**config.mk**
```make
export PLATFORM = sky130hd
export DESIGN_NAME = zpc_mdu
export DESIGN_NICKNAME = d
export VERILOG_FILES = /design/src/rtl/zpc_mdu.sv
export SDC_FILE = /design/constraint.sdc
export NUM_CORES = 1
export LEC_CHECK = 0
export CAP_MARGIN = 20
export CORE_ASPECT_RATIO = 0.7
export CORE_MARGIN = 2
export CORE_UTILIZATION = 35
export DETAILED_ROUTE_END_ITERATION = 8
export HOLD_SLACK_MARGIN = 0.12
export SLEW_MARGIN = 25
export SYNTH_ARGS = -nofsm -noshare
export SYNTH_HDL_FRONTEND = slang
export SYNTH_SLANG_ARGS = --single-unit
```
**constraint.sdc**
```tcl
create_clock -name clk -period 4.39 [get_ports clk]
set_input_delay 0.878 -clock clk [delete_from_list [all_inputs] [get_ports clk]]
set_output_delay 0.878 -clock clk [all_outputs]
set_load 0.01 [all_outputs]
```
**src/rtl/zpc_mdu.sv**
```systemverilog
// zpc_mdu: iterative multiply/divide unit, one result bit per cycle.
// MULT/MULTU use shift-add over the operand magnitudes, DIV/DIVU use
// restoring division; a FIXUP cycle applies the signs and writes hi/lo.
// Optional build macro ZPC_MDU_EARLY_OUT_EN: multiply RUN stops once the
// remaining multiplier magnitude is zero.
module zpc_mdu #(
    parameter  int W     = 32,
    localparam int CNT_W = $clog2(W) + 1
) (
    input  logic         clk,
    input  logic         rst,
    input  logic         start,
    input  logic [1:0]   op,
    input  logic [W-1:0] a,
    input  logic [W-1:0] b,
    output logic         busy,
    output logic         done,
    output logic [W-1:0] hi,
    output logic [W-1:0] lo,
    output logic         div_by_zero
);

    typedef enum logic [2:0] {
        S_IDLE,
        S_PREP,
        S_RUN,
        S_FIXUP,
        S_DONE
    } state_t;

    state_t             state_q, state_d;
    logic [1:0]         op_q, op_d;
    logic [W-1:0]       a_q, a_d;
    logic [W-1:0]       b_q, b_d;
    logic               neg_a_q, neg_a_d;
    logic               neg_b_q, neg_b_d;
    logic [CNT_W-1:0]   cnt_q, cnt_d;
    logic [2*W-1:0]     prod_q, prod_d;
    logic [2*W-1:0]     mcand_q, mcand_d;
    logic [W-1:0]       mplier_q, mplier_d;
    logic [W-1:0]       rem_q, rem_d;
    logic [W-1:0]       quo_q, quo_d;
    logic [W-1:0]       dvsr_q, dvsr_d;
    logic [W-1:0]       hi_q, hi_d;
    logic [W-1:0]       lo_q, lo_d;
    logic               busy_q, busy_d;
    logic               done_q, done_d;
    logic               dbz_q, dbz_d;

    logic               is_signed;
    logic               is_div;
    logic               accept;
    logic [W-1:0]       mag_a;
    logic [W-1:0]       mag_b;
    logic [W:0]         div_shift;
    logic [W-1:0]       div_sub;
    logic               div_ge;
    logic               run_last;
    logic [2*W-1:0]     prod_fix;

    // Operand decode; negating -2^(W-1) yields 2^(W-1) as an unsigned magnitude.
    assign is_signed = ~op_q[0];
    assign is_div    = op_q[1];
    assign accept    = start && ((state_q == S_IDLE) || (state_q == S_DONE));
    assign mag_a     = (is_signed && a_q[W-1]) ? -a_q : a_q;
    assign mag_b     = (is_signed && b_q[W-1]) ? -b_q : b_q;

    // One restoring-division step: bring down the next dividend bit, try to subtract.
    assign div_shift = {rem_q, quo_q[W-1]};
    assign div_ge    = (div_shift >= {1'b0, dvsr_q});
    assign div_sub   = div_shift[W-1:0] - dvsr_q;

    // Next-state and datapath update for every register.
    always_comb begin
        state_d  = state_q;
        op_d     = op_q;
        a_d      = a_q;
        b_d      = b_q;
        neg_a_d  = neg_a_q;
        neg_b_d  = neg_b_q;
        cnt_d    = cnt_q;
        prod_d   = prod_q;
        mcand_d  = mcand_q;
        mplier_d = mplier_q;
        rem_d    = rem_q;
        quo_d    = quo_q;
        dvsr_d   = dvsr_q;
        hi_d     = hi_q;
        lo_d     = lo_q;
        dbz_d    = dbz_q;
        run_last = 1'b0;
        prod_fix = prod_q;

        if (accept) begin
            op_d  = op;
            a_d   = a;
            b_d   = b;
            dbz_d = 1'b0;
        end

        case (state_q)
            S_IDLE: begin
                if (accept) state_d = S_PREP;
            end
            S_PREP: begin
                neg_a_d  = is_signed && a_q[W-1];
                neg_b_d  = is_signed && b_q[W-1];
                prod_d   = '0;
                mcand_d  = {{W{1'b0}}, mag_a};
                mplier_d = mag_b;
                rem_d    = '0;
                quo_d    = mag_a;
                dvsr_d   = mag_b;
                cnt_d    = CNT_W'(W);
                state_d  = S_RUN;
            end
            S_RUN: begin
                if (is_div) begin
                    if (div_ge) begin
                        rem_d = div_sub;
                        quo_d = {quo_q[W-2:0], 1'b1};
                    end else begin
                        rem_d = div_shift[W-1:0];
                        quo_d = {quo_q[W-2:0], 1'b0};
                    end
                end else begin
                    if (mplier_q[0]) prod_d = prod_q + mcand_q;
                    mcand_d  = mcand_q << 1;
                    mplier_d = mplier_q >> 1;
                end
                cnt_d    = cnt_q - CNT_W'(1);
                run_last = (cnt_q == CNT_W'(1));
`ifdef ZPC_MDU_EARLY_OUT_EN
                if (!is_div && (mplier_q[W-1:1] == '0)) run_last = 1'b1;
`endif
                if (run_last) state_d = S_FIXUP;
            end
            S_FIXUP: begin
                if (is_div) begin
                    if (b_q == '0) begin
                        lo_d = '1;
                        hi_d = a_q;
                    end else begin
                        lo_d = (neg_a_q ^ neg_b_q) ? -quo_q : quo_q;
                        hi_d = neg_a_q ? -rem_q : rem_q;
                    end
                end else begin
                    prod_fix     = (neg_a_q ^ neg_b_q) ? -prod_q : prod_q;
                    {hi_d, lo_d} = prod_fix;
                end
                dbz_d   = is_div && (b_q == '0);
                state_d = S_DONE;
            end
            S_DONE: begin
                state_d = accept ? S_PREP : S_IDLE;
            end
            default: state_d = S_IDLE;
        endcase

        busy_d = (state_d == S_PREP) || (state_d == S_RUN) || (state_d == S_FIXUP);
        done_d = (state_d == S_DONE);
    end

    // State, datapath and registered handshake outputs; reset aborts any operation.
    always_ff @(posedge clk) begin
        if (rst) begin
            state_q  <= S_IDLE;
            op_q     <= '0;
            a_q      <= '0;
            b_q      <= '0;
            neg_a_q  <= 1'b0;
            neg_b_q  <= 1'b0;
            cnt_q    <= '0;
            prod_q   <= '0;
            mcand_q  <= '0;
            mplier_q <= '0;
            rem_q    <= '0;
            quo_q    <= '0;
            dvsr_q   <= '0;
            hi_q     <= '0;
            lo_q     <= '0;
            busy_q   <= 1'b0;
            done_q   <= 1'b0;
            dbz_q    <= 1'b0;
        end else begin
            state_q  <= state_d;
            op_q     <= op_d;
            a_q      <= a_d;
            b_q      <= b_d;
            neg_a_q  <= neg_a_d;
            neg_b_q  <= neg_b_d;
            cnt_q    <= cnt_d;
            prod_q   <= prod_d;
            mcand_q  <= mcand_d;
            mplier_q <= mplier_d;
            rem_q    <= rem_d;
            quo_q    <= quo_d;
            dvsr_q   <= dvsr_d;
            hi_q     <= hi_d;
            lo_q     <= lo_d;
            busy_q   <= busy_d;
            done_q   <= done_d;
            dbz_q    <= dbz_d;
        end
    end

    assign busy        = busy_q;
    assign done        = done_q;
    assign hi          = hi_q;
    assign lo          = lo_q;
    assign div_by_zero = dbz_q;

endmodule
```
After elaboration in Yosys (flattened, before gate mapping)
Index checks and enable logic that the tools add are counted.
- bits in registers: 400
- output and inout bits: 67
- word-level logic and storage cells: 84
- reductions and logical operators: 14
- $lt $le $gt $ge: 1
- bitwise logic cells: 2
- multiplexer cells: 29
- eq/ne operators: 12
- add/subtract/negate cells: 8
- operators with widths (kind ; number):
    2-to-1 mux 32 bit ; 12
    2-to-1 mux 64 bit ; 4
    case mux 64 bit (2 select lines) ; 2
    case mux 32 bit (2 select lines) ; 3
    negator 32 bit ; 4
    adder 64 bit ; 1
    negator 64 bit ; 1
    greater-or-equal comparator 33 x 32 -> 1 bit ; 1
    logical NOT 32 bit ; 1
    subtractor 32 bit ; 1
    case mux 3 bit (5 select lines) ; 1
    == test 3 x 2 -> 1 bit (second input constant) ; 4
    case mux 6 bit (2 select lines) ; 1
    == test 3 x 1 -> 1 bit (second input constant) ; 2
    == test 3 bit (second input constant) ; 2
    == test 6 x 1 -> 1 bit (second input constant) ; 1
    2-to-1 mux 3 bit ; 2
    inequality test 2 bit (second input constant) ; 3
    subtractor 6 x 1 -> 6 bit (second input constant) ; 1
    logical AND 1 bit ; 4
    2-to-1 mux 1 bit ; 4
    AND reduction 2 bit ; 2
    nonzero test 2 bit ; 2
    logical NOT 3 bit ; 1
    other kinds (4) ; 6

Depth between registers and ports, before layout
Gate-level depths: netlist of run 1.
- depth in word-level cells: 8
- gate-level depth with buffers: 15

Least setup slack after synthesis of run 1
OpenSTA, ideal clock, no wires.
- path kind: register to register
- from: reg prod_q[0]
- to: reg prod_q[56]
- clock period less this slack: 3.324 ns
- data required time: 4.268 ns
- library setup time: 0.122 ns
- cell stages (with the launch flop): 14
- buffers on the path: 0
- arrival: 3.202 ns
- path slack: 1.066 ns
- cell sequence: dfxtp_1 -> ha_1 -> inv_1 -> fa_1 -> nor2b_1 -> o31a_1 -> o21ai_0 -> a31oi_1 -> a21oi_1 -> o31ai_1 -> a31oi_1 -> o41ai_1 -> mux2i_1 -> nand3_1
- word-level cells in the longest chain between the ends: 4
- RTL lines (element ; line ; text):
    start: declaration ; 38 ; logic [2*W-1:0] prod_q, prod_d;
    start signal: assignment ; 193 ; prod_q <= prod_d;
    adder 64 bit ; 127 ; if (mplier_q[0]) prod_d = prod_q + mcand_q;
    2-to-1 mux 64 bit ; 127 ;
    2-to-1 mux 64 bit ; 118 ; if (is_div) begin
    case mux 64 bit (2 select lines) ; 101 ; case (state_q)
No other way between the ends. The select of a mux whose other input is x is not followed.
A chain may end at the register's enable or synchronous reset.

Worst setup path in the final report of run 1
Ends and elaborated chain as after synthesis.

==> results.yml, run 1 <==
timing:
  tightest_slew_ns: 0.990
  fin_crit_sh_pct: 90.8
  setup_tns_ns: 0
  skew_ns: 0.0251
  slew_violations: 0
  min_period_ns: 3.99
  max_freq_mhz: 251
  hold_viol: 0
  timing.final.ws_setup_ns: 0.402
  finalSetupViolCount: 0
  maxSlewHeadroom_pct: 33.8
  rsz0062_at_grt: "no"
cells_and_area:
  area_growth_pct: 14.2
  final_util_pct: 40.3
  antenna_cells: 0
  drive_above_1_share_pct: 4.98
  nNetsFinal: 3577
floorplan:
  die_area_um2: 74200
  coreArea_um2: 71400
  die_h_um: 228
  die_w_um: 325
  rows: 82
  start_util_pct: 35.3
  ioPinCount: 136
global_routing:
  antenna_found_initial: 0
  grt_max_degree: 134
  gr-max-usage-layer: "met1"
  groute.layer.met2.usage_pct: 31.8
  grt_pass1_vias: 22000
  met1_usage_pct: 33.2
  met3_usage_pct: 3.89
  grt-ovfl-total: 0
  grt_first_pass_wirelength_um: 131000
  grt_usage_pct: 22.2
logic_synthesis:
  synth_cell_types: 78
  yosysWarnings: 0
  ys_seq_elements: 400
  avgSynthCellArea_um2: 7.35
  syn_nets: 3599
  yosysTopAreaCell: "dfxtp_1"
  yosysMostFrequentCell: "nor2_1"
  ys_seq_area_share_pct: 31.8
  synth.area.top_cells: "dfxtp_1, a21oi_1, nor2_1"
  synth_edf_count: 0
  yosysTopAreaCellShare_pct: 31.8
  synth_cells: 3426
  synth_common_cells: "nor2_1, nand2_1, a21oi_1, dfxtp_1, clkbuf_1"
  synth_area_um2: 25200
  synthArstFlopShare_pct: 0
  yosys_most_used_dff: "dfxtp_1"
job:
  maxCapViolCount: 0
worst_setup_path:
  critPathRequiredTime_ns: 4.87
  cp.arrival_ns: 4.47
  r2r_slack_ns: 0.40
  rr_worst_depth: 14
  crit_start: "prod_q[0]$_SDFFE_PP0P_"
  critPathKind: "reg -> reg"
  critPathCapture: "prod_q[56]$_SDFFE_PP0P_"
  rr_startpoint: "prod_q[0]$_SDFFE_PP0P_"
  critPathCaptureType: "flip-flop"
  r2r-end: "prod_q[56]$_SDFFE_PP0P_"
  cp-start-kind: "flip-flop"
  path_max_fanout: 7
clocking:
  cts_buffers: 44
  cts_sinks: 400
  ctsLongestPathBuffers: 3
  cts_hold_buf: 0
  cts-root-buf: "clkbuf_16"
  insertion_delay_ns: 0.60
  ctsHtreeMaxLevel: 2
  path_clk_slew_ns: 0.06
  cts_tree: "built"
  cts_setup_buffers: 0
drt:
  viasPerCell: 5.56
  drt_iter0_drc: 2595
  drc: 0
  vias: 24500
  dr.pass1.iters: 5
  totalWireLength_um: 85600
  wl_per_cell_um: 19.5
  ant_nets: 0
place:
  routabilityCongestion: 0.966
  place_ws_ns: 0.357
  io_buffers: 135
  dp_hpwl_um: 63100
power:
  p_leak_uw: 0.0113
  power.density_nw_per_um2: 343
  finalPower_uw: 9880
  ir_worst_vdd_uv: 266
worst_hold_path:
  hold_class: "reg -> reg"
status:
  status: "complete, no violations"
==> cells in the final DEF, fill, tap and decap left out, drive strengths merged, types with 97 or more instances in the layout <==
cell type	n
a21oi	417
clkdlybuf4s50	134
dfxtp	400
ha	102
nand2	436
nand3	99
nor2	454
nor3	97
o21ai	169
xnor2	141
xor2	118
==> worst max-delay path, stage by stage, from the launching register on <==
cell	delay (ns)
dfxtp_1	0.48
ha_1	0.26
inv_1	0.07
fa_1	0.41
nor2b_1	0.18
o31a_1	0.24
o21ai_0	0.15
a31oi_1	0.36
a21oi_1	0.21
o31ai_2	0.41
a31oi_1	0.24
o41ai_1	0.41
buf_4	0.19
mux2i_1	0.18
nand3_1	0.09
==> layer usage <==
| metal | vias up | share of wire [%] |
|---|---|---|
| met2 | 905 | 40 |
| met4 | 0 | 3.3 |
| met3 | 133 | 8.7 |
| met5 | - | 0 |
| li1 | 12000 | - |
| met1 | 11400 | 48 |
==> metrics by stage <==
stage | hold slack [ns] | area (µm²) | instances
2_1_floorplan | 0.436 | 25200 | 3426
3_3_place_gp | 0.447 | 27200 | 4324
3_5_place_dp | 0.450 | 27200 | 4324
4_1_cts | 0.459 | 28700 | 4402
5_1_grt | 0.472 | 28800 | 4402
6_report | 0.456 | 28800 | 4402
==> where the power goes <==
group	leakage [µW]	internal, µW	total [µW]	switching, µW
clock network	0.000725	2280	3950	1660
registers	0.00324	3800	4000	205
logic	0.00736	708	1930	1220
total	0.0113	6790	9880	3090
==> final cells by class <==
type,instances,area (µm²)
clock buffers,63,1290
multi-input cells,2694,16000
well taps,966,1210
fillers,7566,42600
clock inverters,15,204
flip-flops and latches,400,8010
inverters,83,312
repair buffers,181,1730
==> state kept, by name (all words and copies together), names as in the netlist, 6 cells and up <==
register / cells
b_q: 32
rem_q: 32
hi: 32
mplier_q: 32
quo_q: 32
prod_q: 64
lo: 32
mcand_q: 64
a_q: 32
dvsr_q: 32
cnt_q: 6
==> what timing repair did <==
action | CTS | global route
endpoints found under the hold margin | 0 | 0
resized for setup | 0 | 1
setup endpoints to repair | 0 | 1
==> cells by family after synthesis <==
family / Yosys count / synth area share (%)
AND/OR/NAND/NOR: 1299 / 22.9
AO/OA/AOI/OAI: 995 / 24.5
flip-flops: 400 / 31.8
buffers and inverters: 332 / 5.05
XOR/XNOR: 259 / 9.01
adder cells (fa/ha/maj): 104 / 5.23
multiplexers: 37 / 1.48
==> worst min-delay path by stage <==
stage / startpoint / slack [ns] / depth (start not counted) / end
after floorplan: a_q[26]$_SDFFE_PP0P_ / 0.44 / 2 / a_q[26]$_SDFFE_PP0P_
after global placement: dvsr_q[19]$_SDFFE_PP0P_ / 0.45 / 2 / dvsr_q[19]$_SDFFE_PP0P_
after detailed placement: a_q[30]$_SDFFE_PP0P_ / 0.45 / 2 / a_q[30]$_SDFFE_PP0P_
after CTS: a_q[30]$_SDFFE_PP0P_ / 0.46 / 2 / a_q[30]$_SDFFE_PP0P_
after global routing: mplier_q[31]$_SDFFE_PP0P_ / 0.47 / 2 / mplier_q[31]$_SDFFE_PP0P_
final: hi[18]$_SDFFE_PP0P_ / 0.46 / 2 / hi[18]$_SDFFE_PP0P_
Power figures use the tool's default switching activity.
==> inputs of run 2 (changes only) <==
- CAP_MARGIN: 20 -> 0
==> results of run 2 <==
Final layout, timing and power as in run 1 (identical DEF).
